`src/rtl/fifo_write_serializer.sv`:
```
// Purpose : width down-converter, one FETCH_WIDTH-element packed word in, one element per wclk out to async_fifo1.
// Latency : word accepted at edge N presents element 0 with fifo_winc=1 in cycle N+1 (FIFO not full).
// Backpr. : fifo_wfull freezes idx/hold_q and drops fifo_winc; in_ready only opens in IDLE or on the last write.
//
// Optional feature macro: FWS_STALL_CNT_EN adds the saturating stall_cnt output and its counter.
// Element i of a packed word is emitted i-th, so the read-side aggregator re-packs it into slice i.
// Reset is synchronous active-low (wrst_n); a reset mid-word discards the unsent elements.

module fifo_write_serializer #(
   parameter int DATA_WIDTH  = 11,
   parameter int FETCH_WIDTH = 4,
   parameter int CNT_WIDTH   = 16
) (
   input  logic                              wclk,
   input  logic                              wrst_n,
   input  logic [FETCH_WIDTH*DATA_WIDTH-1:0] in_data,
   input  logic                              in_valid,
   output logic                              in_ready,
   output logic [DATA_WIDTH-1:0]             fifo_wdata,
   output logic                              fifo_winc,
   input  logic                              fifo_wfull
`ifdef FWS_STALL_CNT_EN
   ,
   output logic [CNT_WIDTH-1:0]              stall_cnt
`endif
);

   localparam int IDX_W = $clog2(FETCH_WIDTH);
   localparam logic [IDX_W-1:0] IDX_LAST = IDX_W'(FETCH_WIDTH - 1);

   typedef enum logic [0:0] {
      IDLE = 1'b0,
      SEND = 1'b1
   } state_t;

   // Held word viewed as an array of elements so idx selects a slice directly.
   typedef logic [FETCH_WIDTH-1:0][DATA_WIDTH-1:0] word_t;

   state_t           state_q, state_d;
   logic [IDX_W-1:0] idx_q,   idx_d;
   word_t            hold_q,  hold_d;

   logic             last_wr;
   logic             accept;

   // Handshake decode; wrst_n gating keeps both strobes low for the whole reset cycle,
   // including the cycle before the first reset edge when state_q is still unknown.
   always_comb begin
      fifo_winc = wrst_n && (state_q == SEND) && !fifo_wfull;
      last_wr   = fifo_winc && (idx_q == IDX_LAST);
      in_ready  = wrst_n && ((state_q == IDLE) || last_wr);
      accept    = in_valid && in_ready;
   end

   // Current element straight from registers, so it cannot move while fifo_winc is low.
   always_comb begin
      fifo_wdata = hold_q[idx_q];
   end

   // Next-state: load on accept, advance idx on each write, reload on last write + accept.
   always_comb begin
      state_d = state_q;
      idx_d   = idx_q;
      hold_d  = hold_q;
      case (state_q)
         IDLE: begin
            if (accept) begin
               state_d = SEND;
               idx_d   = '0;
               hold_d  = word_t'(in_data);
            end
         end
         SEND: begin
            if (fifo_winc) begin
               if (idx_q == IDX_LAST) begin
                  idx_d = '0;
                  if (accept) begin
                     state_d = SEND;
                     hold_d  = word_t'(in_data);
                  end else begin
                     state_d = IDLE;
                  end
               end else begin
                  idx_d = idx_q + IDX_W'(1);
               end
            end
         end
         default: begin
            state_d = IDLE;
            idx_d   = '0;
         end
      endcase
   end

   // State registers with synchronous reset; reset drops any partially sent word.
   always_ff @(posedge wclk) begin
      if (!wrst_n) begin
         state_q <= IDLE;
         idx_q   <= '0;
         hold_q  <= '0;
      end else begin
         state_q <= state_d;
         idx_q   <= idx_d;
         hold_q  <= hold_d;
      end
   end

`ifdef FWS_STALL_CNT_EN
   logic [CNT_WIDTH-1:0] stall_cnt_q;

   // Count cycles where a held element is blocked by a full FIFO; saturates, clears only on reset.
   always_ff @(posedge wclk) begin
      if (!wrst_n) begin
         stall_cnt_q <= '0;
      end else if ((state_q == SEND) && fifo_wfull && (stall_cnt_q != '1)) begin
         stall_cnt_q <= stall_cnt_q + CNT_WIDTH'(1);
      end
   end

   assign stall_cnt = stall_cnt_q;
`endif

endmodule

```
`config.mk`:
```
export PLATFORM = sky130hd
export DESIGN_NAME = fifo_write_serializer
export DESIGN_NICKNAME = d
export VERILOG_FILES = /design/src/rtl/fifo_write_serializer.sv
export SDC_FILE = /design/constraint.sdc
export NUM_CORES = 1
export LEC_CHECK = 0
export BUFFER_PORTS_ARGS = -buffer_cell sky130_fd_sc_hd__buf_4
export CAP_MARGIN = 30
export CELL_PAD_IN_SITES_DETAIL_PLACEMENT = 1
export CELL_PAD_IN_SITES_GLOBAL_PLACEMENT = 1
export CORE_MARGIN = 8
export CORE_UTILIZATION = 39
export DETAILED_ROUTE_END_ITERATION = 10
export PLACE_DENSITY = 0.88
export SLEW_MARGIN = 5
export SYNTH_ARGS = -nofsm -noshare
export SYNTH_HDL_FRONTEND = slang
export SYNTH_SLANG_ARGS = --single-unit
```
`constraint.sdc`:
```
create_clock -name wclk -period 2.12 [get_ports wclk]
set_clock_uncertainty 0.2 [all_clocks]
set_input_delay 0.424 -clock wclk [delete_from_list [all_inputs] [get_ports wclk]]
set_output_delay 0.424 -clock wclk [all_outputs]
set_load 0.02 [all_outputs]
```
==> flow_summary.toml, run 1 <==
[grt]
grt_first_pass_wirelength_um = 8760
antenna_found_initial = 0
track_usage_pct = 12.9
grt_pass1_vias = 1877
grt-ovfl-total = 0
grt_max_degree = 25

[hold_path]
worstHoldPathType = "in -> reg"

[synthesis]
synth_warnings = 0
ys_seq_area_share_pct = 43.6
postSynthAreaPerCell_um2 = 9.86
synthCells = 219
syn_nets = 268
yosysUniqueCellTypes = 20
yosys_register_bits = 47
netlist_area_um2 = 2160

[clocking]
htree_levels = 2
cts-root-buf = "clkbuf_8"
clock_latency_ps = 300
cts_tree = "built"
cts_hold_buf = 0
cts_buffer_depth = 2
clock-sinks = 47
cts_inserted_buffers = 5
clkSlewWorstSetupHoldPaths_ps = 90

[pwr]
p_per_area_nw_per_um2 = 648
power_frac_comb_pct = 17.7
leakagePower_nw = 1.56
p_int_mw = 1.36
p_clk_share_pct = 28.9
switching_power_mw = 0.473
power.total_mw = 1.83
switching_share_pct = 25.8
p_seq_share_pct = 53.4
vdd.ir_drop.worst_uv = 315

[route]
first_pass_iters = 2
vias = 1681
viasPerCell = 4.72
routed_wl_um = 5270
avgRoutedWirePerCell_um = 14.8
drt_iter0_markers = 29
ant_nets = 0
post-route-drc-count = 0

[worst_setup_path]
cpPeakStageDelay_ps = 520
timing.critical_path.fanout_max = 4
start_kind = "flip-flop"
cp_common_cell = "buf_6"
arrival_ps = 1480
cp_num_buf_inv = 2
cp_slowest_cell = "mux4_2"
worstPathCellList = "buf_6, mux4_2, buf_6"
worst_path_dominant_cell_family = "multiplexers"
path_class = "reg -> out"
end_kind = "primary output"
crit_required_ps = 1500

[floorplan]
rows = 27
pin_count = 61
start_util_pct = 39.7
die_w_um = 90.4
die-area_um2 = 8170
core_area_um2 = 5440
die_y_um = 90.4

[timing]
min_period_ps = 2100
finalSetupViolCount = 0
fmax_ghz = 0.476
worstMarginPinSlew_ps = 350
finalHoldViolCount = 0
rsz0062_at_grt = "true"
period_share_pct = 99.2
tns_ps = 0
slew_violations = 0
maxSlewHeadroom_pct = 76.7

[finish]
antennaDiodeCount = 0
nets = 332
area_growth_pct = 31.1
drive_above_1_share_pct = 32.4
stdcell_count = 356

[place]
dpl.hpwl_um = 4100
dp_cells = 347
io_buffers = 60
finalWeightedCongestion = 0.682

[run_status]
status = "completed"

[flow_run]
cap_violations = 0
## synth_stat cells
library cell	instances	area [um^2]
mux2i_1	44	440
nand2_1	45	169
inv_1	44	165
a31oi_1	1	6.26
nor2_1	3	11.3
a21o_1	1	7.51
buf_2	1	5.00
buf_6	5	56.3
ha_1	1	12.5
buf_4	2	15.0
nand2b_1	2	12.5
nand3_1	1	5.00
mux4_2	11	248
nand3b_1	1	7.51
inv_2	1	3.75
nand2b_4	1	13.8
nor4b_1	1	8.76
dfxtp_1	47	941
a21oi_1	3	15.0
clkbuf_1	4	15.0
## area by class of cell
type | count | area [um^2]
fill | 645 | 2610
sequential | 47 | 945
clock inverter | 2 | 12.5
timing repair buffer | 69 | 579
tap | 72 | 90.1
clock buffer | 6 | 72.6
inverter | 45 | 169
multi-input combinational | 115 | 961
## metal layers
| metal | share of wire [%] | track usage [%] | vias up |
|---|---|---|---|
| met1 | 41 | 13.6 | 815 |
| met4 | 0.78 | 3.33 | 0 |
| met2 | 55 | 24.5 | 39 |
| met3 | 3.5 | 3.66 | 4 |
| li1 | - | - | 823 |
| met5 | 0 | 0 | - |
## per-stage QoR
step | util (%) | area (um^2) | setup slack, ps | hold slack (ps)
6_report | 52.0 | 2830 | 17.3 | 159
5_1_grt | 52.0 | 2830 | -35.1 | 151
4_1_cts | 51.1 | 2780 | -11.0 | 152
3_5_place_dp | 49.3 | 2680 | 203 | 257
3_3_place_gp | 49.3 | 2680 | 204 | 243
2_1_floorplan | - | 2160 | 253 | 235
## path summary, 6_finish.rpt
kind / start / end / slack, ps / depth (start not counted)
worst max-delay path: idx_q[0]$_SDFFE_PN0P_ / fifo_wdata[7] / 20 / 3
worst min-delay path: in_data[29] / hold_q[29]$_SDFFE_PN0P_ / 160 / 3
worst max register to register: idx_q[0]$_SDFFE_PN0P_ / hold_q[42]$_SDFFE_PN0P_ / 320 / 6
worst min register to register: hold_q[17]$_SDFFE_PN0P_ / hold_q[17]$_SDFFE_PN0P_ / 260 / 2
## cell usage in the layout (no fill, tap or decap), types with 2 or more instances in the layout
cell type   n
a21oi_1     3
buf_4      55
buf_6      13
clkbuf_8    5
dfxtp_1    46
inv_1      44
mux2i_1    44
mux4_2     11
nand2_1    45
nand2b_1    2
nor2_1      3
## sequential cells by signal, summed over array words and instances (netlist names)
signal	cells
hold_q	44
idx_q	2
state_q	1
## cells by family after synthesis
logic type                 synth area share, %
AOI/OAI and AO/OA                         1.33
muxes                                     31.9
and+or+nand+nor                           10.6
DFF                                       43.6
buffers and inverters                     12.1
adders and majority gates                0.580
## worst register-to-register path, delay by kind of cell, from the launching register on
kind	cells	cell delay [ps]
adder cells (fa/ha/maj)	1	200
buffers and inverters	2	480
flip-flops	1	370
AO/OA/AOI/OAI	1	160
multiplexers	1	250
AND/OR/NAND/NOR	1	70
## power groups by stage
stage | clock (mW) | sequential, mW | combinational (mW)
final | 0.529 | 0.979 | 0.325
after global routing | 0.584 | 0.989 | 0.353
after floorplan | 0 | 0.988 | 0.186
after global placement | 0 | 0.996 | 0.301
after CTS | 0.545 | 0.980 | 0.317
after detailed placement | 0 | 1.00 | 0.313
## timing repair
action | in CTS | in global routing
pin swaps | 0 | 0
setup buffers | 1 | 0
setup endpoints to repair | 10 | 10
hold endpoints to repair | 0 | 0
resized for setup | 3 | 13
(Power assumes the default switching activity.)
==> run 2: changes to the inputs <==
CTS_CLUSTER_DIAMETER = 100   (was unset)
PLACE_DENSITY = unset   (was 0.88)
PLACE_DENSITY_LB_ADDON = 0.1   (was unset)
REMOVE_ABC_BUFFERS = 1   (was unset)
==> run 2 against run 1 <==
Setup slack better by 6.0 ps. Combinational power about the same. Critical endpoint is now fifo_wdata[1]. Final cell count unchanged.
==> flow_summary.toml, run 2 (synthesized netlist as in run 1, its figures left out) <==
[run_status]
status = "completed"

[finish]
nFillCells = 642
area_growth_pct = 32.6
stdcell_count = 356
most-common-layout-cells = "buf_4 (56), nand2_1 (45), dfxtp_1 (45)"
reg_top3 = "hold_q: 44 flops, idx_q: 2 flops, state_q: 1 flops"
top_register = "hold_q"
final_common_cell = "buf_4"
ff_latch_area_um2 = 943
antennaDiodeCount = 0
largest_register_ffs = 44
multi_input_area_um2 = 958
drive_above_1_share_pct = 32.7
fin_util_pct = 52.6
nets = 332

[route]
avgRoutedWirePerCell_um = 13.5
drt_iter0_markers = 17
ant_nets = 0
routed_wl_um = 4810
vias = 1624
post-route-drc-count = 0
first_pass_iters = 4
viasPerCell = 4.56

[floorplan]
die_y_um = 90.4
start_util_pct = 39.7
rows = 27
die_w_um = 90.4
die-area_um2 = 8170
pin_count = 61
core_area_um2 = 5440

[clocking]
htree_levels = 2
clock_latency_ps = 290
clock-sinks = 47
clkSlewWorstSetupHoldPaths_ps = 80
cts_buffer_depth = 2
cts_tree = "built"
cts_inserted_buffers = 5
cts-root-buf = "clkbuf_8"

[worst_setup_path]
cpPeakStageDelay_ps = 520
crit_required_ps = 1500
r2r-start = "idx_q[0]$_SDFFE_PN0P_"
worstPathCellList = "buf_8, mux4_2, buf_6"
cp_slowest_cell = "mux4_2"
reg2reg_to = "hold_q[2]$_SDFFE_PN0P_"
path_class = "reg -> out"
timing.critical_path.fanout_max = 6
end_kind = "primary output"
reg2reg_depth = 6
r2r_slack_ps = 330
arrival_ps = 1470
start_kind = "flip-flop"

[pwr]
vdd.ir_drop.worst_uv = 364
leakagePower_nw = 1.58
p_per_area_nw_per_um2 = 685
power.total_mw = 1.96

[place]
post-place-ws_ps = 294
io_buffers = 60
dpl.hpwl_um = 3720
dp_cells = 346
finalWeightedCongestion = 0.735

[grt]
track_usage_pct = 12.1
grt-ovfl-total = 0
antenna_found_initial = 0
grt_max_degree = 39
grt_first_pass_wirelength_um = 8220
grt_pass1_vias = 1859

[hold_path]
holdPathStages = 3
worstHoldPathType = "in -> reg"
hold_path.startpoint = "in_data[28]"
hold-path-endpoint = "hold_q[28]$_SDFFE_PN0P_"

[timing]
rsz0062_at_grt = "true"
fmax_ghz = 0.477
setup_ws_ps = 23.3
slew_violations = 0
finalSetupViolCount = 0
finalHoldViolCount = 0
min_period_ps = 2100
maxSlewHeadroom_pct = 74.2
worstMarginPinSlew_ps = 388
period_share_pct = 98.9

[flow_run]
cap_violations = 0
run 2: timing repair:
action                                  in CTS  in global routing
setup buffers                                1                  1
resized for setup                            4                 12
endpoints found under the setup margin      11                 11
hold buffers                                 0                  0
run 2: per-layer routing:
layer  global-route usage (%)  vias up  share of wire [%]
met4                     4.16        0                1.3
met1                     12.9      759                 43
met3                     3.16        7                3.7
met5                        0        -                  0
li1                         -      823                  -
met2                     22.3       35                 52
run 2: power breakdown:
part | leakage, nW | internal [mW] | switching, mW
Sequential | 0.388 | 0.945 | 0.0322
Clock | 0.0612 | 0.381 | 0.280
Combinational | 1.13 | 0.185 | 0.138
run 2: worst max-delay path by stage:
stage          slack, ps                   from                      to
5_1_grt              -50  idx_q[0]$_SDFFE_PN0P_           fifo_wdata[7]
2_1_floorplan       -680  idx_q[0]$_SDFFE_PN0P_  hold_q[0]$_SDFFE_PN0P_
4_1_cts                5  idx_q[0]$_SDFFE_PN0P_           fifo_wdata[4]
3_3_place_gp         310  idx_q[0]$_SDFFE_PN0P_           fifo_wdata[4]
3_5_place_dp         290  idx_q[0]$_SDFFE_PN0P_          fifo_wdata[10]
6_report              20  idx_q[0]$_SDFFE_PN0P_           fifo_wdata[1]
run 2: area by class of cell:
cell class | instances | area share, %
well taps | 72 | 3.15
multi-input cells | 115 | 33.5
repair buffers | 69 | 20.4
clock inverters | 2 | 1.22
inverters | 45 | 5.90
flip-flops and latches | 47 | 33.0
clock buffers | 6 | 2.89
run 2: critical path, delay by kind of cell (launching register included):
| family | cells | cell delay (ps) |
|---|---|---|
| buffers and inverters | 2 | 290 |
| muxes | 1 | 520 |
| DFF | 1 | 370 |
run 2: per-stage QoR:
step / area [um^2] / hold slack (ps) / TNS (ps)
after detailed placement: 2670 / 254 / 0
after global routing: 2860 / 161 / -353
after floorplan: 2070 / 235 / -29800
after global placement: 2670 / 244 / 0
after CTS: 2810 / 157 / 0
final: 2860 / 167 / 0
